### config.mk
export PLATFORM = sky130hd
export DESIGN_NAME = mem_spi_arbiter
export DESIGN_NICKNAME = d
export VERILOG_FILES = /design/src/rtl/mem_spi_arbiter.sv
export SDC_FILE = /design/constraint.sdc
export NUM_CORES = 1
export LEC_CHECK = 0
export ABC_AREA = 1
export BUFFER_PORTS_ARGS = -buffer_cell sky130_fd_sc_hd__buf_4
export CAP_MARGIN = 20
export CORE_ASPECT_RATIO = 1.5
export CORE_MARGIN = 1
export CORE_UTILIZATION = 56
export DETAILED_ROUTE_END_ITERATION = 16
export PLACE_DENSITY = 0.84
export SLEW_MARGIN = 10
export SYNTH_ARGS = -nofsm -noshare
export SYNTH_HDL_FRONTEND = slang
export SYNTH_SLANG_ARGS = --single-unit
export TNS_END_PERCENT = 30
### constraint.sdc
create_clock -name SYSCLK -period 2.8 [get_ports SYSCLK]
set_input_delay 0.14 -clock SYSCLK [delete_from_list [all_inputs] [get_ports SYSCLK]]
set_output_delay 0.14 -clock SYSCLK [all_outputs]
set_load 0.1 [all_outputs]
### src/rtl/mem_spi_arbiter.sv
// mem_spi_arbiter: shares the board-to-board SPI master between two byte
// requesters, owns the go/busy handshake and recovers a hung transfer.
module mem_spi_arbiter #(
  parameter int unsigned TIMEOUT_CYCLES = 1024,
  parameter bit          FIXED_PRIO     = 1'b0,
  parameter logic [7:0]  ERR_BYTE       = 8'hFF
) (
  input  logic       SYSCLK,
  input  logic       resetb,
  input  logic       req0,
  input  logic [7:0] wdata0,
  output logic [7:0] rdata0,
  output logic       done0,
  input  logic       req1,
  input  logic [7:0] wdata1,
  output logic [7:0] rdata1,
  output logic       done1,
  output logic       spi_go,
  output logic [7:0] spi_datai,
  input  logic       spi_busy,
  input  logic [7:0] spi_datao,
  output logic       spi_resetb,
  output logic       owner,
  output logic       active,
  output logic       err_timeout,
  input  logic       err_clear
);

  localparam int unsigned CW = $clog2(TIMEOUT_CYCLES) + 1;
  localparam logic [CW-1:0] TLAST = CW'(TIMEOUT_CYCLES - 1);

  typedef enum logic [2:0] {
    S_IDLE,
    S_LAUNCH,
    S_XFER,
    S_DONE,
    S_RECOVER,
    S_ABORT
  } state_t;

  state_t        state;
  logic [CW-1:0] tcnt;
  logic          last_grant;
  logic          abort_ph;
  logic          pick1;
  logic          tmo;

  // Requester 1 wins when alone, or on a round-robin tie after requester 0
  assign pick1 = req1 & (~req0 | (~FIXED_PRIO & ~last_grant));
  assign tmo   = (tcnt == TLAST);

  always_ff @(posedge SYSCLK or negedge resetb) begin
    if (!resetb) begin
      state       <= S_IDLE;
      tcnt        <= '0;
      last_grant  <= 1'b1;
      abort_ph    <= 1'b0;
      spi_go      <= 1'b0;
      spi_datai   <= 8'h00;
      spi_resetb  <= 1'b0;
      rdata0      <= 8'h00;
      rdata1      <= 8'h00;
      done0       <= 1'b0;
      done1       <= 1'b0;
      owner       <= 1'b0;
      active      <= 1'b0;
      err_timeout <= 1'b0;
    end else begin
      spi_resetb <= 1'b1;
      done0      <= 1'b0;
      done1      <= 1'b0;
      case (state)
        S_IDLE: begin
          if (req0 | req1) begin
            owner     <= pick1;
            spi_datai <= pick1 ? wdata1 : wdata0;
            tcnt      <= '0;
            spi_go    <= 1'b1;
            active    <= 1'b1;
            state     <= S_LAUNCH;
          end
        end
        S_LAUNCH, S_XFER: begin
          tcnt <= tcnt + CW'(1);
          if (tmo) begin
            spi_go      <= 1'b0;
            spi_resetb  <= 1'b0;
            err_timeout <= 1'b1;
            if (owner) rdata1 <= ERR_BYTE;
            else       rdata0 <= ERR_BYTE;
            abort_ph    <= 1'b0;
            state       <= S_ABORT;
          end else if (state == S_LAUNCH) begin
            if (spi_busy) begin
              spi_go <= 1'b0;
              state  <= S_XFER;
            end
          end else if (!spi_busy) begin
            if (owner) begin
              rdata1 <= spi_datao;
              done1  <= 1'b1;
            end else begin
              rdata0 <= spi_datao;
              done0  <= 1'b1;
            end
            state <= S_DONE;
          end
        end
        // Hold the master in reset for two cycles, then finish as DONE
        S_ABORT: begin
          if (!abort_ph) begin
            abort_ph   <= 1'b1;
            spi_resetb <= 1'b0;
          end else begin
            if (owner) done1 <= 1'b1;
            else       done0 <= 1'b1;
            state <= S_DONE;
          end
        end
        S_DONE: begin
          last_grant <= owner;
          state      <= S_RECOVER;
        end
        S_RECOVER: begin
          active <= 1'b0;
          state  <= S_IDLE;
        end
        default: begin
          active <= 1'b0;
          state  <= S_IDLE;
        end
      endcase
      if (err_clear) err_timeout <= 1'b0;
    end
  end

endmodule

# Word level (Yosys, flattened, before mapping)
# Index checks and enable logic that the tools add are counted.
word_totals:
  input_bits: 30
  regBits: 47
classes:
  n_reduce_logical: 17
  n_addsub: 1
  muxes: 46
  bitwise: 6
  eq_ne: 17
op_table:
  columns: ["cell", "n"]
  rows:
  - ["$mux W8", 11]
  - ["$pmux W11 S2", 1]
  - ["$mux W1", 20]
  - ["$mux W3", 6]
  - ["$ne A2 B2 Y1 const B", 6]
  - ["$pmux W1 S2", 6]
  - ["$pmux W3 S4", 1]
  - ["$add A11 B1 Y11 const B", 1]
  - ["$eq A11 B10 Y1 const B", 1]
  - ["$mux W11", 1]
  - ["$reduce_and A2 Y1", 5]
  - ["$reduce_and A5 Y1", 2]
  - ["$reduce_bool A2 Y1", 5]
  - ["$ne A4 B4 Y1 const B", 2]
  - ["$reduce_and A4 Y1", 2]
  - ["$eq A3 B2 Y1 const B", 2]
  - ["$ne A3 B3 Y1 const B", 2]
  - ["$ne A2 B1 Y1 const B", 2]
  - ["$reduce_or A4 Y1", 1]
  - ["$eq A3 B1 Y1 const B", 1]
  - ["$eq A3 B3 Y1 const B", 1]
  - ["$logic_not A3 Y1", 1]
  - ["$not A1 Y1", 3]
  - ["$or A1 B1 Y1", 2]
  - ["2 further kinds", 2]

# Depth between registers and ports, before layout
depth:
  depth_word: 5
  mapped_depth: 9
  depth_no_buf: 9

# Worst setup path after synthesis
# OpenSTA, ideal clock, no wires.
synth_path:
  path_type: "register to register"
  start: "register owner"
  end: "register rdata0[0]"
  stages_incl_launch_ff: 6
  required_time_ps: 2726
  period_less_slack_ps: 1748
  path_slack_ps: 1052
  path_buffers: 1
  setup_ps: 74
  arrival_ps: 1674
  path_cell_list: "dfrtp_1 inv_1 nand3_4 buf_6 nand2_2 o21ai_2"
synth_between:
  elab_chain_len: 2
  word_cells_on_any_way: 3
  classes_between: "eq/ne (2); reduce/logical (1)"
synth_rtl:
  columns: ["item", "line", "text"]
  rows:
  - ["start: declaration", "23", "output logic owner,"]
  - ["start signal: assignment", "75", "owner <= pick1;"]
  - ["$ne A2 B1 Y1 (no line) / $ne A2 B2 Y1 (equally long branches)", null, null]
  - ["$reduce_and A5 Y1 (no line) (*)", null, null]
  - ["end signal: assignment", "103", "rdata0 <= spi_datao;"]
  - ["end: declaration", "12", "output logic [7:0] rdata0,"]
# Mark *: on every way between the ends. The rest lies on a longest branch, timed or not.
# A chain may end at the register's enable or synchronous reset.

# Worst setup path after layout
layout_path:
  start: "register tcnt[0]"
  end: "register rdata0[4]"
layout_between:
  elab_chain_len: 3
  word_cells_on_any_way: 6
  classes_between: "eq/ne (4); mux (1); reduce/logical (1)"
layout_rtl:
  columns: ["item", "line", "text"]
  rows:
  - ["start: declaration", "42", "logic [CW-1:0] tcnt;"]
  - ["start signal: assignment", "84", "tcnt <= tcnt + CW'(1);"]
  - ["$eq A11 B10 Y1 (*)", "50", "assign tmo = (tcnt == TLAST);"]
  - ["$ne A2 B2 Y1 (no line) / $ne A2 B1 Y1 (equally long branches)", null, null]
  - ["$reduce_and A5 Y1 (no line)", null, null]
# Marks and branches as above.

==> flow_metrics.tcl <==
set metrics [dict create \
    drtAntennaViolNets 0 \
    ys_ff_latch 47 \
    cts_buffers 5 \
    synth_warnings 0 \
    die_height_um 81.34 \
    clkSinkCount 47 \
    max_cap_viol_count 0 \
    slew_violations 0 \
    path_class "register to register" \
    gr-total-overflow 0 \
    setup_viol 0 \
    critPathMaxFanout 16 \
    area_growth_syn_to_layout_pct 24.23 \
    synth_cell_type_count 29 \
    rsz0062_at_grt "false" \
    routed_wl_mm 4.973 \
    wl_per_cell_um 12.95 \
    dp_hpwl_mm 3.611 \
    clk_pin_slew_ns 0.08 \
    die_area_mm2 0.004464 \
    syn_area_per_cell_um2 8.545 \
    numPortBuffers 60 \
    die_w_um 54.89 \
    drc_errors 0 \
    grt_pass1_wl_mm 8.238 \
    synth_edf_count 0 \
    worst_pin_slew_ns 0.5785 \
    max_freq_mhz 527.7 \
    synth.most_common_cell "nand2_1" \
    hp-class "input port to register" \
    place_congestion 0.8265 \
    postCtsSetupBuffers 0 \
    finalHoldViolCount 0 \
    cts_tree "done" \
    synthArstFlopShare 1.000 \
    nets 371 \
    clkLatencyLatePin_ns 0.29 \
    status "finished clean" \
    core_area_mm2 0.003994 \
    grtUsageTotal 0.2550 \
    vias 1985 \
    synth_nets 306 \
    max_slew_margin 0.6143 \
    synth_top_area_frac 0.4899 \
    max-clock-path-buffers 2 \
    antenna_found_initial 0 \
    drive_gt1_frac 0.2979 \
    vias_per_cell 5.169 \
    netlist_area_mm2 0.002350 \
    setup_tns_ns 0 \
    finalCritPeriodShare 0.6768 \
    synth-main-ff-cell "dfrtp_1" \
    first_pass_iters 4 \
    start_kind "register" \
    skew_ns 0.001958 \
    rows 28 \
    drt_iter0_drc 72 \
    grt_pass1_vias 1940 \
    yosysSeqAreaShare 0.5011 \
    worstPathRequired_ns 2.98 \
    cts_root_buf "clkbuf_8" \
    cp.arrival_ns 2.08 \
    io_pins 61 \
    cp-end-kind "register" \
    start_util 0.5883 \
    cts_resized 0 \
    grt_max_degree 48 \
    finalCriticalPeriod_ns 1.895 \
    synthTopCellsByArea "dfrtp_1, nand2_1, inv_1" \
    n_antenna_cell 0 \
    synthCells 275 \
    yosysTopAreaCell "dfrtp_1" \
    synthTopCellsByCount "nand2_1, dfrtp_1, inv_1" \
    htree_levels 2 \
]
==> per-stage QoR <==
stage	utilization	std cells	hold slack (ns)	setup WS, ns	instance area (um2)
final	0.7309	384	0.1167	0.9050	2919
after global routing	0.7309	384	0.1331	0.7703	2919
after CTS	0.7309	384	0.1075	0.8908	2919
after detailed placement	0.7077	376	0.1865	0.9355	2826
after global placement	0.7077	376	0.1773	1.035	2826
after floorplan	-	275	-0.1556	1.052	2350
==> worst max-delay path, cell delays in order, from the launching register on <==
cell and delay, ns:
dfrtp_1 0.43, ha_1 0.28, nand2_2 0.10, nor2_4 0.14
nand3_4 0.20, o21ai_4 0.15, nand3_4 0.24, nand2_1 0.16
o21ai_2 0.06
==> repair_timing <==
item	in CTS	in global routing
hold endpoints to repair	47	0
endpoints found under the setup margin	0	0
hold buffers	2	0
==> final cells by class <==
type	count	area (um2)
Clock buffer	6	72.57
Fill cell	328	1075
Inverter	43	161.4
Multi-Input combinational cell	180	973.4
Sequential cell	47	1177
Tap cell	45	56.30
Timing Repair Buffer	63	478.0
==> path summary, 6_finish.rpt <==
path                                     startpoint                  endpoint  slack [ns]  cells past startpoint
setup reg to reg                tcnt[0]$_DFFE_PN0P_     rdata0[4]$_DFFE_PN0P_        0.91                      8
hold / removal                            wdata1[1]  spi_datai[1]$_DFFE_PN0P_        0.12                      3
min in group asynchronous                    resetb        spi_go$_DFFE_PN0P_        0.39                      2
max in group asynchronous                    resetb     rdata0[3]$_DFFE_PN0P_        2.02                      2
hold reg to reg            spi_datai[7]$_DFFE_PN0P_  spi_datai[7]$_DFFE_PN0P_        0.49                      2
setup / recovery                tcnt[0]$_DFFE_PN0P_     rdata0[4]$_DFFE_PN0P_        0.91                      8
==> logic make-up (layout without fill, tap and decap cells) <==
| logic type | Yosys count | in the layout | synth area share |
|---|---|---|---|
| XOR/XNOR | 3 | 3 | 0.01118 |
| AO/OA/AOI/OAI | 55 | 55 | 0.1534 |
| flip-flops | 47 | 47 | 0.5011 |
| adder cells (fa/ha/maj) | 1 | 1 | 0.005324 |
| AND/OR/NAND/NOR | 121 | 121 | 0.2444 |
| buffers and inverters | 48 | 112 | 0.08466 |
==> flip-flops by register name, indices dropped and copies added (netlist names) <==
register,count
active,1
abort_ph,1
err_timeout,1
last_grant,1
rdata1,8
owner,1
spi_datai,8
spi_resetb,1
spi_go,1
tcnt,11
state,3
done0,1
done1,1
rdata0,8
==> cell usage in the layout, fill, tap and decap left out, types with 2 or more instances in the layout <==
cell / Yosys / routed
dfrtp_1: 46 / 46
nor3_1: 4 / 4
inv_1: 39 / 39
nor2_1: 26 / 26
dlygate4sd3_1: 0 / 2
o21ai_0: 26 / 26
clkbuf_8: 0 / 5
nand4_1: 2 / 2
a21oi_1: 4 / 4
inv_2: 4 / 4
nand3b_1: 2 / 2
o21ai_2: 16 / 16
nand3_1: 11 / 11
xor2_1: 3 / 3
nand2_1: 62 / 62
nor2_4: 3 / 3
nand2_2: 6 / 6
nand3_4: 3 / 3
buf_4: 0 / 61
o22ai_1: 4 / 4
==> metal layers <==
metal	vias up	wire, um	track usage
met4	0	107	0.08750
met2	50	2634	0.4506
li1	1000	-	-
met3	15	190	0.05243
met5	-	0	0
met1	920	2040	0.2930
Power is not shown: default switching activity piles up to over one toggle a cycle in this logic, so the estimate is an artifact.
